[src/rtl/truth_table_sweeper.sv]
// truth_table_sweeper
// Clocked equivalence checker for two realisations of the same function.
// It steps every input combination onto vec in ascending order. It holds each
// row for SETTLE cycles, then samples both block outputs into a truth-table
// signature and records any rows where the two outputs disagree.
//
// Ports
//   clk        rising-edge clock
//   reset      synchronous, active-high
//   start      level-sampled in IDLE; begins a sweep
//   vec        input vector to the function blocks under test
//   fs, fp     outputs of the SOP and POS blocks
//   busy       high while a sweep is in progress (DRIVE/SAMPLE)
//   done       single-cycle pulse when a sweep finishes
//   sig_s      bit i = sampled fs with vec=i
//   sig_p      bit i = sampled fp with vec=i
//   mismatch   any row with fs != fp in the last sweep
//   first_bad  lowest mismatching row index, 0 if none
//   mis_count  number of mismatching rows
//
// State table
//   S_IDLE   | waiting for start, vec held at 0
//   S_DRIVE  | vec held, settle counter counting down
//   S_SAMPLE | capture fs/fp for current row, advance or finish
//   S_DONE   | one-cycle done pulse, results frozen
module truth_table_sweeper #(
    parameter int N_IN   = 3,
    parameter int SETTLE = 1
) (
    input  logic                   clk,
    input  logic                   reset,
    input  logic                   start,
    output logic [N_IN-1:0]        vec,
    input  logic                   fs,
    input  logic                   fp,
    output logic                   busy,
    output logic                   done,
    output logic [(1<<N_IN)-1:0]   sig_s,
    output logic [(1<<N_IN)-1:0]   sig_p,
    output logic                   mismatch,
    output logic [N_IN-1:0]        first_bad,
    output logic [N_IN:0]          mis_count
);

    localparam int               ROWS      = 1 << N_IN;
    localparam logic [N_IN-1:0]  LAST_ROW  = '1;
    localparam logic [3:0]       SETTLE_LD = 4'(SETTLE);

    typedef enum logic [1:0] {
        S_IDLE,
        S_DRIVE,
        S_SAMPLE,
        S_DONE
    } state_t;

    state_t              state_q,     state_d;
    logic [N_IN-1:0]     vec_q,       vec_d;
    logic [3:0]          settle_q,    settle_d;
    logic [ROWS-1:0]     sig_s_q,     sig_s_d;
    logic [ROWS-1:0]     sig_p_q,     sig_p_d;
    logic                mismatch_q,  mismatch_d;
    logic [N_IN-1:0]     first_bad_q, first_bad_d;
    logic [N_IN:0]       mis_count_q, mis_count_d;

    always_ff @(posedge clk) begin
        if (reset) begin
            state_q     <= S_IDLE;
            vec_q       <= '0;
            settle_q    <= '0;
            sig_s_q     <= '0;
            sig_p_q     <= '0;
            mismatch_q  <= 1'b0;
            first_bad_q <= '0;
            mis_count_q <= '0;
        end else begin
            state_q     <= state_d;
            vec_q       <= vec_d;
            settle_q    <= settle_d;
            sig_s_q     <= sig_s_d;
            sig_p_q     <= sig_p_d;
            mismatch_q  <= mismatch_d;
            first_bad_q <= first_bad_d;
            mis_count_q <= mis_count_d;
        end
    end

    always_comb begin
        state_d     = state_q;
        vec_d       = vec_q;
        settle_d    = settle_q;
        sig_s_d     = sig_s_q;
        sig_p_d     = sig_p_q;
        mismatch_d  = mismatch_q;
        first_bad_d = first_bad_q;
        mis_count_d = mis_count_q;

        case (state_q)
            S_IDLE: begin
                vec_d = '0;
                if (start) begin
                    state_d     = S_DRIVE;
                    settle_d    = SETTLE_LD;
                    sig_s_d     = '0;
                    sig_p_d     = '0;
                    mismatch_d  = 1'b0;
                    first_bad_d = '0;
                    mis_count_d = '0;
                end
            end
            S_DRIVE: begin
                // Terminal count at 1: DRIVE lasts exactly SETTLE cycles.
                if (settle_q <= 4'd1) begin
                    state_d = S_SAMPLE;
                end else begin
                    settle_d = settle_q - 4'd1;
                end
            end
            S_SAMPLE: begin
                sig_s_d[vec_q] = fs;
                sig_p_d[vec_q] = fp;
                if (fs != fp) begin
                    mis_count_d = mis_count_q + (N_IN+1)'(1);
                    if (!mismatch_q) begin
                        first_bad_d = vec_q;
                    end
                    mismatch_d = 1'b1;
                end
                if (vec_q == LAST_ROW) begin
                    state_d = S_DONE;
                end else begin
                    vec_d    = vec_q + N_IN'(1);
                    settle_d = SETTLE_LD;
                    state_d  = S_DRIVE;
                end
            end
            S_DONE: begin
                // vec stays at the last row for this cycle, clears on entry to IDLE.
                state_d = S_IDLE;
                vec_d   = '0;
            end
            default: begin
                state_d = S_IDLE;
            end
        endcase
    end

    assign vec       = vec_q;
    assign busy      = (state_q == S_DRIVE) || (state_q == S_SAMPLE);
    assign done      = (state_q == S_DONE);
    assign sig_s     = sig_s_q;
    assign sig_p     = sig_p_q;
    assign mismatch  = mismatch_q;
    assign first_bad = first_bad_q;
    assign mis_count = mis_count_q;

endmodule

[config.mk]
export PLATFORM = sky130hd
export DESIGN_NAME = truth_table_sweeper
export DESIGN_NICKNAME = d
export VERILOG_FILES = /design/src/rtl/truth_table_sweeper.sv
export SDC_FILE = /design/constraint.sdc
export NUM_CORES = 1
export LEC_CHECK = 0
export BUFFER_PORTS_ARGS = -buffer_cell sky130_fd_sc_hd__clkbuf_2
export CAP_MARGIN = 20
export CORE_ASPECT_RATIO = 0.7
export CORE_MARGIN = 8
export CORE_UTILIZATION = 53
export DETAILED_ROUTE_END_ITERATION = 7
export PLACE_DENSITY = 0.87
export SLEW_MARGIN = 20
export SYNTH_ARGS = -nofsm -noshare
export SYNTH_HDL_FRONTEND = slang
export SYNTH_SLANG_ARGS = --single-unit
[constraint.sdc]
create_clock -name clk -period 2.08 [get_ports clk]
set_input_delay 0.416 -clock clk [delete_from_list [all_inputs] [get_ports clk]]
set_output_delay 0.416 -clock clk [all_outputs]
set_load 0.005 [all_outputs]
==> metrics.md, run 1 <==
| Metric | Value |
|---|---|
| Final Skew | 0.005774 ns |
| # diodes | 0 |
| Final ANT Viol Nets | 0 |
| Register area share after synthesis | around two fifths |
| Global-route usage over all layers | 16.17% |
| Synth warnings | 0 |
| Antenna violations before repair | 0 |
| CP Capture Type | register |
| Root Driver | clkbuf_8 |
| Area share of the largest cell type after synthesis | 41.28% |
| Synthesis-stage register bit count | 33 |
| Maximum vdd drop | 0.6486 mV |
| Synth Area in Adders | 7.037% |
| Synth Area in XOR/XNOR | 0.5473% |
| Critical path class | reg -> reg |
| Max Cap Viol | 0 |
| Status | finished clean |
| CTS Hold Buffers Added | 0 |
| Area of the multi-input gates | about 880 um^2 |
| GRT overflow | 0 |
| Ys flop type | dfxtp_1 |
| Hold crit path type | reg -> reg |
| CTS resizes | 0 |
| Full die area | 5062 um^2 |
| Worst Path Required | 2.30 ns |
| Iter 0 DRT Violations | 85 |
| Setup slack after placement | 0.1962 ns |
| Post-synthesis simple-gate area fraction | 17.20% |
| Mux contribution to synthesized area | roughly 2.7% |
| Crit path DAT | 2.03 ns |
| TritonCTS Sinks | 33 |
| Cells after Synth | 173 |
| PwrDens | 936.7 nW/um^2 |
| Io pins | 34 |
| Post-Syn Nets | 187 |
| Unrepaired setup endpoints after global routing | false |
| Post-DP HPWL | ~2.9 mm |
| Row count | 16 |
| Count leader, synth | dfxtp_1 |
| Initial core utilization | approximately 56% |
| H-tree depth | 2 |
| Die X | 81.68 um |
| Core area | 2843 um^2 |
| Synth cell types | 43 |
| Post-CTS Repair Setup Buffers | 0 |
| Leading area contributor after synthesis | dfxtp_1 |
| Avg Cell Area, Syn | 9.250 um^2 |
| Clock Pin Slew Worst Setup and Hold Paths | 0.07 ns |
| Post-synth top cells | 33 x dfxtp_1, 19 x a21oi_1, 11 x o21ai_0 |
| Met2 routed WL | 1.670 mm |
| Wl on met1 | 1.811 mm |
| DR pass1 iterations | 4 |
| Global-route wire length before repair | about 6.3 mm |
| Worst Tran Pin Value | around 0.53 ns |
| Leak | approximately 0.84 nW |
| Ys async rst share | 0% |
| Nets | 226 |
| Final GP Congestion | 0.8200 |
| Synthesized area | approximately 1600 um^2 |
| Fmax achieved | 550.4 MHz |
| Post-synthesis compound-gate area fraction | 27.05% |
| Largest family of logic cells by synthesized area | compound AO/OA/AOI/OAI gates |
| WL/cell | ~15 um |
| Setup violators final | 0 |
| TritonCTS clock tree | done |
| Slew Viols, Final | 0 |
| Layout cells sized above 1 | 26.29% |
| Total wire length | roughly 3.8 mm |
| Register area | 660.6 um^2 |
| Largest net degree at the start of global routing | 22 |
| Crit Path Max Fanout | 8 |
| IO Port Bufs | 33 |
| Vias in the first global route | 1420 |
| WL met3 | between 200 and 300 um |
| Final hold vios | 0 |
| CTS Buf Count | 5 |
| Period minus WS final | 1.817 ns |
| EDFF count, synth | 0 |
| Routed via count | 1472 |
| Final WS setup | 0.2630 ns |
| Insertion delay to the later sink of the worst-skew pair | ~0.28 ns |
| Max layer used | met4 |
| Post-route DRC violation count | 0 |
| Setup_tns | 0 ns |
| Tcrit/Tclk final | between 80% and 90% |
| Area contributors post-synth | dfxtp_1 41%, ha_1 7.0%, a21oi_1 5.9% |
| Die height | 61.98 um |
| Vias per cell | roughly 5.9 |
| Max clock buf depth | 2 |
| Area grow syn2layout | 19.23% |
| FILL cells | 246 |
| Worst slew margin | 64.45% |
| Crit start category | register |
[cell usage in the layout (no fill, tap or decap), drive strengths merged, types with 4 or more instances in the layout]
| cell type | synthesis | layout |
|---|---|---|
| clkbuf | 2 | 39 |
| nand3b | 5 | 5 |
| o2bb2ai | 4 | 4 |
| o21ai | 12 | 12 |
| a22o | 9 | 9 |
| buf | 5 | 6 |
| inv | 9 | 9 |
| nand2 | 8 | 8 |
| ha | 9 | 9 |
| a21oi | 19 | 19 |
| a2bb2o | 5 | 5 |
| nand2b | 5 | 5 |
| nand3 | 6 | 6 |
| nor2 | 7 | 7 |
| dfxtp | 33 | 33 |
[metal layers]
| layer | track usage (%) | vias to the layer above |
|---|---|---|
| li1 | - | 724 |
| met1 | 20.24 | 693 |
| met2 | 25.76 | 51 |
| met3 | 5.460 | 4 |
| met4 | 5.224 | 0 |
| met5 | 0 | - |
[report_power, final]
part           internal (mW)  total [mW]  switching [mW]
clock network          0.231       0.452           0.221
logic                  0.251       0.626           0.376
registers              0.671       0.709          0.0374
[kinds of logic (layout without fill, tap and decap cells)]
kind of cell | count (synthesis) | in the layout
adder cells (fa/ha/maj) | 9 | 9
AO/OA/AOI/OAI | 62 | 62
multiplexers | 4 | 4
flip-flops | 33 | 33
buffers and inverters | 16 | 56
AND/OR/NAND/NOR | 48 | 48
XOR/XNOR | 1 | 1
[through the flow]
step | util (%) | hold slack [ns] | power [mW] | cell area, um^2 | instances
2_1_floorplan | - | 0.4498 | 1.175 | 1600 | 173
4_1_cts | 67.03 | 0.4619 | 1.792 | 1906 | 249
3_5_place_dp | 64.13 | 0.4507 | 1.337 | 1823 | 241
3_3_place_gp | 64.13 | 0.4457 | 1.310 | 1823 | 241
6_report | 67.12 | 0.4639 | 1.787 | 1908 | 249
5_1_grt | 67.12 | 0.4901 | 1.912 | 1908 | 249
[worst paths after layout]
check / from / endpoint / slack (ns) / cells past startpoint
max reg2reg: state_q[1] / mis_count[3] / 0.26 / 6
max: state_q[1] / mis_count[3] / 0.26 / 6
min: mis_count[3] / mis_count[3] / 0.46 / 1
min reg2reg: mis_count[3] / mis_count[3] / 0.46 / 1
[sequential cells by signal, summed over array words and instances, names as in the netlist]
| name | flops |
|---|---|
| sig_p | 8 |
| settle_q | 4 |
| sig_s | 8 |
| mis_count | 4 |
| state_q | 2 |
| vec | 3 |
| mismatch | 1 |
| first_bad | 3 |
[layout make-up]
| class | count | share of cell area, % |
|---|---|---|
| timing repair buffer | 39 | 11.02 |
| clock inverter | 2 | 0.5246 |
| sequential | 33 | 34.62 |
| tap | 36 | 2.361 |
| clock buffer | 6 | 3.803 |
| multi-input combinational | 124 | 45.90 |
| inverter | 9 | 1.770 |
[critical path, cell delays in order (launching register included)]
cell and delay, ns:
dfxtp_1 0.33, inv_1 0.13, ha_1 0.32, mux2_2 0.45
o22ai_1 0.30, o21ai_0 0.14, o21ai_1 0.08
Note: power is estimated with default switching activity, not from simulation.
==> run 2, diff against run 1 <==
==> constraint.sdc (replaced) <==
create_clock -name clk -period 2.08 [get_ports clk]
set_input_delay 0.624 -clock clk [delete_from_list [all_inputs] [get_ports clk]]
set_output_delay 0.624 -clock clk [all_outputs]
set_load 0.005 [all_outputs]
==> metrics.md, run 2 (synthesis results as in run 1) <==
| Metric | Value |
|---|---|
| Hold Path End | mis_count[3] |
| Post-DP HPWL | 2.702 mm (-5.3%) |
| CTS resizes | 0 (unchanged) |
| Status | finished clean |
| Io pins | 34 (unchanged) |
| # diodes | 0 (unchanged) |
| Setup slack after placement | 0.2160 ns (+0.01980 ns) |
| CP bufs+invs | 2 (+1) |
| Root Driver | clkbuf_8 |
| Final GP Congestion | 0.8229 (+0.35%) |
| Unrepaired setup endpoints after global routing | false |
| Die height | 61.98 um (unchanged) |
| Setup_tns | 0 ns (unchanged) |
| Met2 routed WL | 1.506 mm (-9.8%) |
| Crit-path max cell delay | 0.42 ns (-0.03 ns) |
| Placed cells | 241 (unchanged) |
| Period minus WS final | 1.967 ns (+0.1503 ns) |
| WL/cell | 14.71 um (-2.9%) |
| Die X | 81.68 um (unchanged) |
| TritonCTS clock tree | done |
| Layout Cells excl Fill | 249 (unchanged) |
| Global-route wire length before repair | 6.030 mm (-4.7%) |
| Final Skew | 0.006897 ns (+0.001123 ns) |
| Row count | 16 (unchanged) |
| Hold crit path type | reg -> reg |
| Final WS setup | 0.1128 ns (-0.1503 ns) |
| Critical R2R Launch | state_q[0] |
| Fin util | 67.17% (about the same) |
| TritonCTS Sinks | 33 (unchanged) |
| Core area | 2843 um^2 (unchanged) |
| Layout cells sized above 1 | 26.29% (unchanged) |
| CTS Buf Count | 5 (unchanged) |
| Post-CTS Repair Setup Buffers | 0 (unchanged) |
| GRT overflow | 0 (unchanged) |
| Area grow syn2layout | 19.31% (about the same) |
| Full die area | 5062 um^2 (unchanged) |
| Reg power frac | 39.5% (about the same) |
| Worst Tran Pin Value | 0.5317 ns (+0.001608 ns) |
| Reg-to-reg slack, setup | 0.15 ns (-0.11 ns) |
| Global-route usage over all layers | 15.64% (-0.52 points) |
| Sw frac | 36.07% (+0.60 points) |
| Internal power | 1.150 mW (-0.29%) |
| H-tree depth | 2 (unchanged) |
| WL met3 | 248 um (-8.8%) |
| Cell depth of the worst flop-to-flop path | 6 (unchanged) |
| Largest net degree at the start of global routing | 22 (unchanged) |
| HP Start | mis_count[3] |
| Clock Pin Slew Worst Setup and Hold Paths | 0.07 ns (about the same) |
| Maximum vdd drop | 0.7594 mV (+17%) |
| CTS Hold Buffers Added | 0 (unchanged) |
| Fmax achieved | 508.3 MHz (-7.6%) |
| Reg-to-reg endpoint | settle_q[2] |
| CP Capture Type | output port |
| Routed via count | 1427 (-3.1%) |
| Initial core utilization | 56.29% (unchanged) |
| Final hold vios | 0 (unchanged) |
| Wl on met1 | 1.845 mm (+1.9%) |
| Antenna violations before repair | 0 (unchanged) |
| Iter 0 DRT Violations | 106 (+25%) |
| Post-route DRC violation count | 0 (unchanged) |
| Critical-path cell list | inv_1, ha_1, clkbuf_2 |
| Clock share of power | 26.1% (+0.8 points) |
| Setup crit start | state_q[0] |
| Max Cap Viol | 0 (unchanged) |
| Net Sw Power | 648.9 uW (+2.4%) |
| Final ANT Viol Nets | 0 (unchanged) |
| Most frequent cells in the layout | 33 x dfxtp_1, 33 x clkbuf_2, 19 x a21oi_1 |
| Worst slew margin | 64.34% (-0.11 points) |
| Pwr Total | 1.799 mW (+0.65%) |
| Slew Viols, Final | 0 (unchanged) |
| Worst-path cell with the longest stage delay | dfxtp_1 |
| Crit Path Max Fanout | 5 (-3) |
| Worst Path Required | 1.46 ns (-0.84 ns) |
| CP delay by family, top | flip-flops |
| Vias per cell | 5.731 (-3.1%) |
| Critical path class | reg -> out |
| Max layer used | met4 |
| Leak | 0.8390 nW (about the same) |
| Setup violators final | 0 (unchanged) |
| Hold Path Cell Cnt | 1 (unchanged) |
| Tcrit/Tclk final | 94.58% (+7.2 points) |
| Vias in the first global route | 1262 (-11%) |
| DR pass1 iterations | 4 (unchanged) |
| Combinational power share | 34.4% (-0.6 points) |
| Crit path DAT | 1.34 ns (-0.69 ns) |
| IO Port Bufs | 33 (unchanged) |
| Nets | 226 (unchanged) |
| Total wire length | 3.664 mm (-2.9%) |
| Insertion delay to the later sink of the worst-skew pair | 0.29 ns (about the same) |
| Crit start category | register |
| Max clock buf depth | 2 (unchanged) |
| PwrDens | 942.2 nW/um^2 (+0.59%) |
## run 2: cell count changes in the layout (fill, tap and decap cells not counted)
| cell | before | now |
|---|---|---|
| clkbuf_1 | 1 | 0 |
| clkinvlp_4 | 0 | 1 |
| ha_1 | 8 | 9 |
| ha_2 | 1 | 0 |
## run 2: worst max path at each step
stage	to	slack (ns)	depth (start not counted)
floorplan	settle_q[2]	0.39	6
global placement	settle_q[2]	0.29	6
finish	busy	0.11	3
global route	settle_q[2]	0.02	6
CTS	busy	0.14	3
detailed placement	settle_q[2]	0.22	6
## run 2: area by class of cell
| type | count | area, um^2 |
|---|---|---|
| well taps | 36 | 45.04 |
| clock inverters | 3 | 17.52 |
| inverters | 9 | 33.78 |
| multi-input cells | 124 | 873.3 |
| repair buffers | 39 | 210.2 |
| clock buffers | 5 | 68.82 |
| flip-flops and latches | 33 | 660.6 |
| fillers | 230 | 933.4 |
## run 2: per-layer routing
layer	global-route usage [%]	vias up
met5	0	-
met4	7.463	0
met3	4.598	7
met2	21.24	40
met1	21.88	656
li1	-	724
## run 2: metrics by stage
step | cell area [um^2] | hold slack [ns]
after floorplan | 1600 | 0.4498
after global placement | 1823 | 0.4453
after detailed placement | 1823 | 0.4500
after CTS | 1909 | 0.4589
after global routing | 1909 | 0.4780
final | 1909 | 0.4617
## run 2: power groups by stage
stage	Sequential [mW]	Clock [mW]	Combinational (mW)
2_1_floorplan	0.716	0	0.459
3_3_place_gp	0.719	0	0.594
3_5_place_dp	0.722	0	0.601
4_1_cts	0.709	0.481	0.608
5_1_grt	0.714	0.510	0.687
6_report	0.711	0.469	0.619
==> run 3, diff against run 2 <==
ABC_AREA = 1   (was default)
CORE_ASPECT_RATIO = 0.75   (was 0.7)
CORE_UTILIZATION = 55   (was 53)
CTS_BUF_LIST = sky130_fd_sc_hd__clkbuf_4   (was default)
PLACE_DENSITY = 0.89   (was 0.87)
==> metrics.md, run 3 <==
| Metric | Value |
|---|---|
| Worst Path Required | 1.46 ns (about the same) |
| Vias in the first global route | 1540 (+22%) |
| Layout cells sized above 1 | 17.79% (-8.5 points) |
| Net Sw Power | 964.4 uW (+49%) |
| Largest net degree at the start of global routing | 18 (-18%) |
| Most common cell after layout, fill and taps aside | nand2_1 |
| Antenna violations before repair | 0 (unchanged) |
| Global-route usage over all layers | 15.15% (-0.50 points) |
| Synthesis-stage register bit count | 33 (unchanged) |
| Most Crowded Layer GR | met2 |
| Worst slew margin | 65.09% (+0.75 points) |
| Critical Path End | busy |
| TritonCTS Sinks | 33 (unchanged) |
| Iter 0 DRT Violations | 135 (+27%) |
| Tcrit/Tclk final | 94.63% (about the same) |
| Critical R2R Launch | state_q[0] |
| Fmax achieved | 508.1 MHz (about the same) |
| Final hold vios | 0 (unchanged) |
| Final Skew | 0.007799 ns (+0.0009024 ns) |
| GRT overflow | 0 (unchanged) |
| Combinational power share | 43.2% (+8.8 points) |
| Final GP Congestion | 0.8778 (+6.7%) |
| Post-DP HPWL | 2.775 mm (+2.7%) |
| Pwr Total | 2.285 mW (+27%) |
| FILL cells | 259 (+13%) |
| Row count | 17 (+1) |
| Count leader, synth | nand2_1 |
| Most frequent cells in the layout | 84 x nand2_1, 33 x dfxtp_1, 33 x clkbuf_2 |
| Final WS setup | 0.1118 ns (-0.0009960 ns) |
| Global-route wire length before repair | 6.423 mm (+6.5%) |
| Avg Cell Area, Syn | 6.884 um^2 (-26%) |
| DR pass1 iterations | 4 (unchanged) |
| Post-Syn Nets | 257 (+37%) |
| Setup slack after placement | 0.05235 ns (-0.1637 ns) |
| Worst Tran Pin Value | 0.5231 ns (-0.008566 ns) |
| Synth warnings | 0 (unchanged) |
| Leak | 0.9547 nW (+14%) |
| Routed via count | 1585 (+11%) |
| CTS Buf Count | 5 (unchanged) |
| Area contributors post-synth | dfxtp_1 39%, nand2_1 19%, a21oi_1 8.7% |
| Period minus WS final | 1.968 ns (+0.0009960 ns) |
| EDFF count, synth | 0 (unchanged) |
| Post-synth top cells | 84 x nand2_1, 33 x dfxtp_1, 32 x inv_1 |
| Sw frac | 42.20% (+6.1 points) |
| Area share of the largest cell type after synthesis | 39.49% (-1.8 points) |
| IO Port Bufs | 33 (unchanged) |
| Met2 usage | 24.37% (+3.1 points) |
| Met1 usage in global routing | 18.31% (-3.6 points) |
| Area grow syn2layout | 16.60% |
| Status | finished clean |
| CTS Hold Buffers Added | 0 (unchanged) |
| Maximum vdd drop | 0.6001 mV (-21%) |
| Crit Path Max Fanout | 5 (unchanged) |
| Clock share of power | 20.9% (-5.2 points) |
| PwrDens | 1171 nW/um^2 (+24%) |
| Synthesized area | 1673 um^2 (+4.5%) |
| Max clock buf depth | 2 (unchanged) |
| Post-route DRC violation count | 0 (unchanged) |
| Hold Path Cell Cnt | 2 (+1) |
| Final ANT Viol Nets | 0 (unchanged) |
| Synth cell types | 22 (-49%) |
| Cells after Synth | 243 (+40%) |
| Reg power frac | 35.9% (-3.6 points) |
| Vias per cell | 4.969 (-13%) |
| Unrepaired setup endpoints after global routing | false |
| Root Driver | clkbuf_4 |
| Clock Pin Slew Worst Setup and Hold Paths | 0.10 ns (+0.03 ns) |
| H-tree depth | 2 (unchanged) |
| Leading area contributor after synthesis | dfxtp_1 |
| Max Cap Viol | 0 (unchanged) |
| Slew Viols, Final | 0 (unchanged) |
| Setup crit start | state_q[0] |
| Crit path DAT | 1.34 ns (about the same) |
| TritonCTS clock tree | done |
| Cell depth of the worst flop-to-flop path | 8 (+2) |
| CP Capture Type | output port |
| Io pins | 34 (unchanged) |
| Met3 Use GR | 4.330% (-0.27 points) |
| Die height | 63.76 um (+2.9%) |
| Insertion delay to the later sink of the worst-skew pair | 0.33 ns (+0.04 ns) |
| Ys async rst share | 0% (unchanged) |
| Full die area | 5080 um^2 (+0.37%) |
| Register area share after synthesis | 39.49% (-1.8 points) |
| # diodes | 0 (unchanged) |
| Reg-to-reg slack, setup | 0.31 ns (+0.16 ns) |
| Internal power | 1.321 mW (+15%) |
| Ys flop type | dfxtp_1 |
| Setup violators final | 0 (unchanged) |
| Total wire length | 3.691 mm (+0.74%) |
| Reg-to-reg endpoint | sig_p[7] |
| Nets | 294 (+30%) |
| Core area | 2914 um^2 (+2.5%) |
| Initial core utilization | 57.41% (+1.1 points) |
| WL/cell | 11.57 um (-21%) |
| Die X | 79.68 um (-2.4%) |
| Crit start category | register |
| Setup_tns | 0 ns (unchanged) |
| Hold crit path type | reg -> reg |
| Critical path class | reg -> out |
run 3: final cells by class:
cell class | count | area, um^2 | area share [%]
well taps | 38 | 47.55 | 2.437
multi-input cells | 172 | 859.6 | 44.07
clock inverters | 2 | 33.78 | 1.732
clock buffers | 6 | 45.04 | 2.309
inverters | 33 | 123.9 | 6.350
flip-flops and latches | 33 | 660.6 | 33.87
repair buffers | 35 | 180.2 | 9.237
run 3: logic make-up (layout without fill, tap and decap cells):
family	after synthesis	count (layout)	synth area share [%]
simple gates	125	125	32.01
buf+inv	38	76	9.274
compound gates	35	35	10.92
flops	33	33	39.49
fa+ha+maj	9	9	6.732
xor+xnor	3	3	1.571
run 3: repair_timing:
| action | in CTS | in global routing |
|---|---|---|
| setup buffers | 0 | 0 |
| gates resized for setup | 0 | 1 |
| setup endpoints to repair | 0 | 24 |
run 3: how the worst min path moves through the flow:
| stage | from | end | slack [ns] |
|---|---|---|---|
| 2_1_floorplan | settle_q[1] | settle_q[1] | 0.45 |
| 3_3_place_gp | first_bad[0] | first_bad[0] | 0.45 |
| 3_5_place_dp | first_bad[1] | first_bad[1] | 0.46 |
| 4_1_cts | first_bad[1] | first_bad[1] | 0.47 |
| 5_1_grt | sig_p[6] | sig_p[6] | 0.49 |
| 6_report | first_bad[0] | first_bad[0] | 0.47 |
run 3: power groups by stage:
stage / clock [mW] / combinational (mW) / sequential, mW
after floorplan: 0 / 0.770 / 0.818
after global placement: 0 / 0.943 / 0.831
after detailed placement: 0 / 0.968 / 0.835
after CTS: 0.481 / 0.978 / 0.819
after global routing: 0.501 / 1.15 / 0.841
final: 0.478 / 0.987 / 0.821
run 3: critical path: stages, from the launching register on:
cell,delay [ns]
dfxtp_1,0.41
inv_1,0.09
ha_1,0.37
clkbuf_2,0.15
run 3: through the flow:
stage                     utilization, %  std cells  hold WS (ns)  cell area, um^2
after floorplan                        -        243        0.4539             1673
after global placement             64.15        311        0.4487             1869
after detailed placement           64.15        311        0.4552             1869
after CTS                          66.85        319        0.4697             1948
after global routing               66.94        319        0.4888             1951
final                              66.94        319        0.4660             1951
run 3: metal layers:
layer / share of wire (%) / vias up
li1: - / 843
met1: 48 / 699
met2: 44 / 37
met3: 6.8 / 6
met4: 1.5 / 0
met5: 0 / -
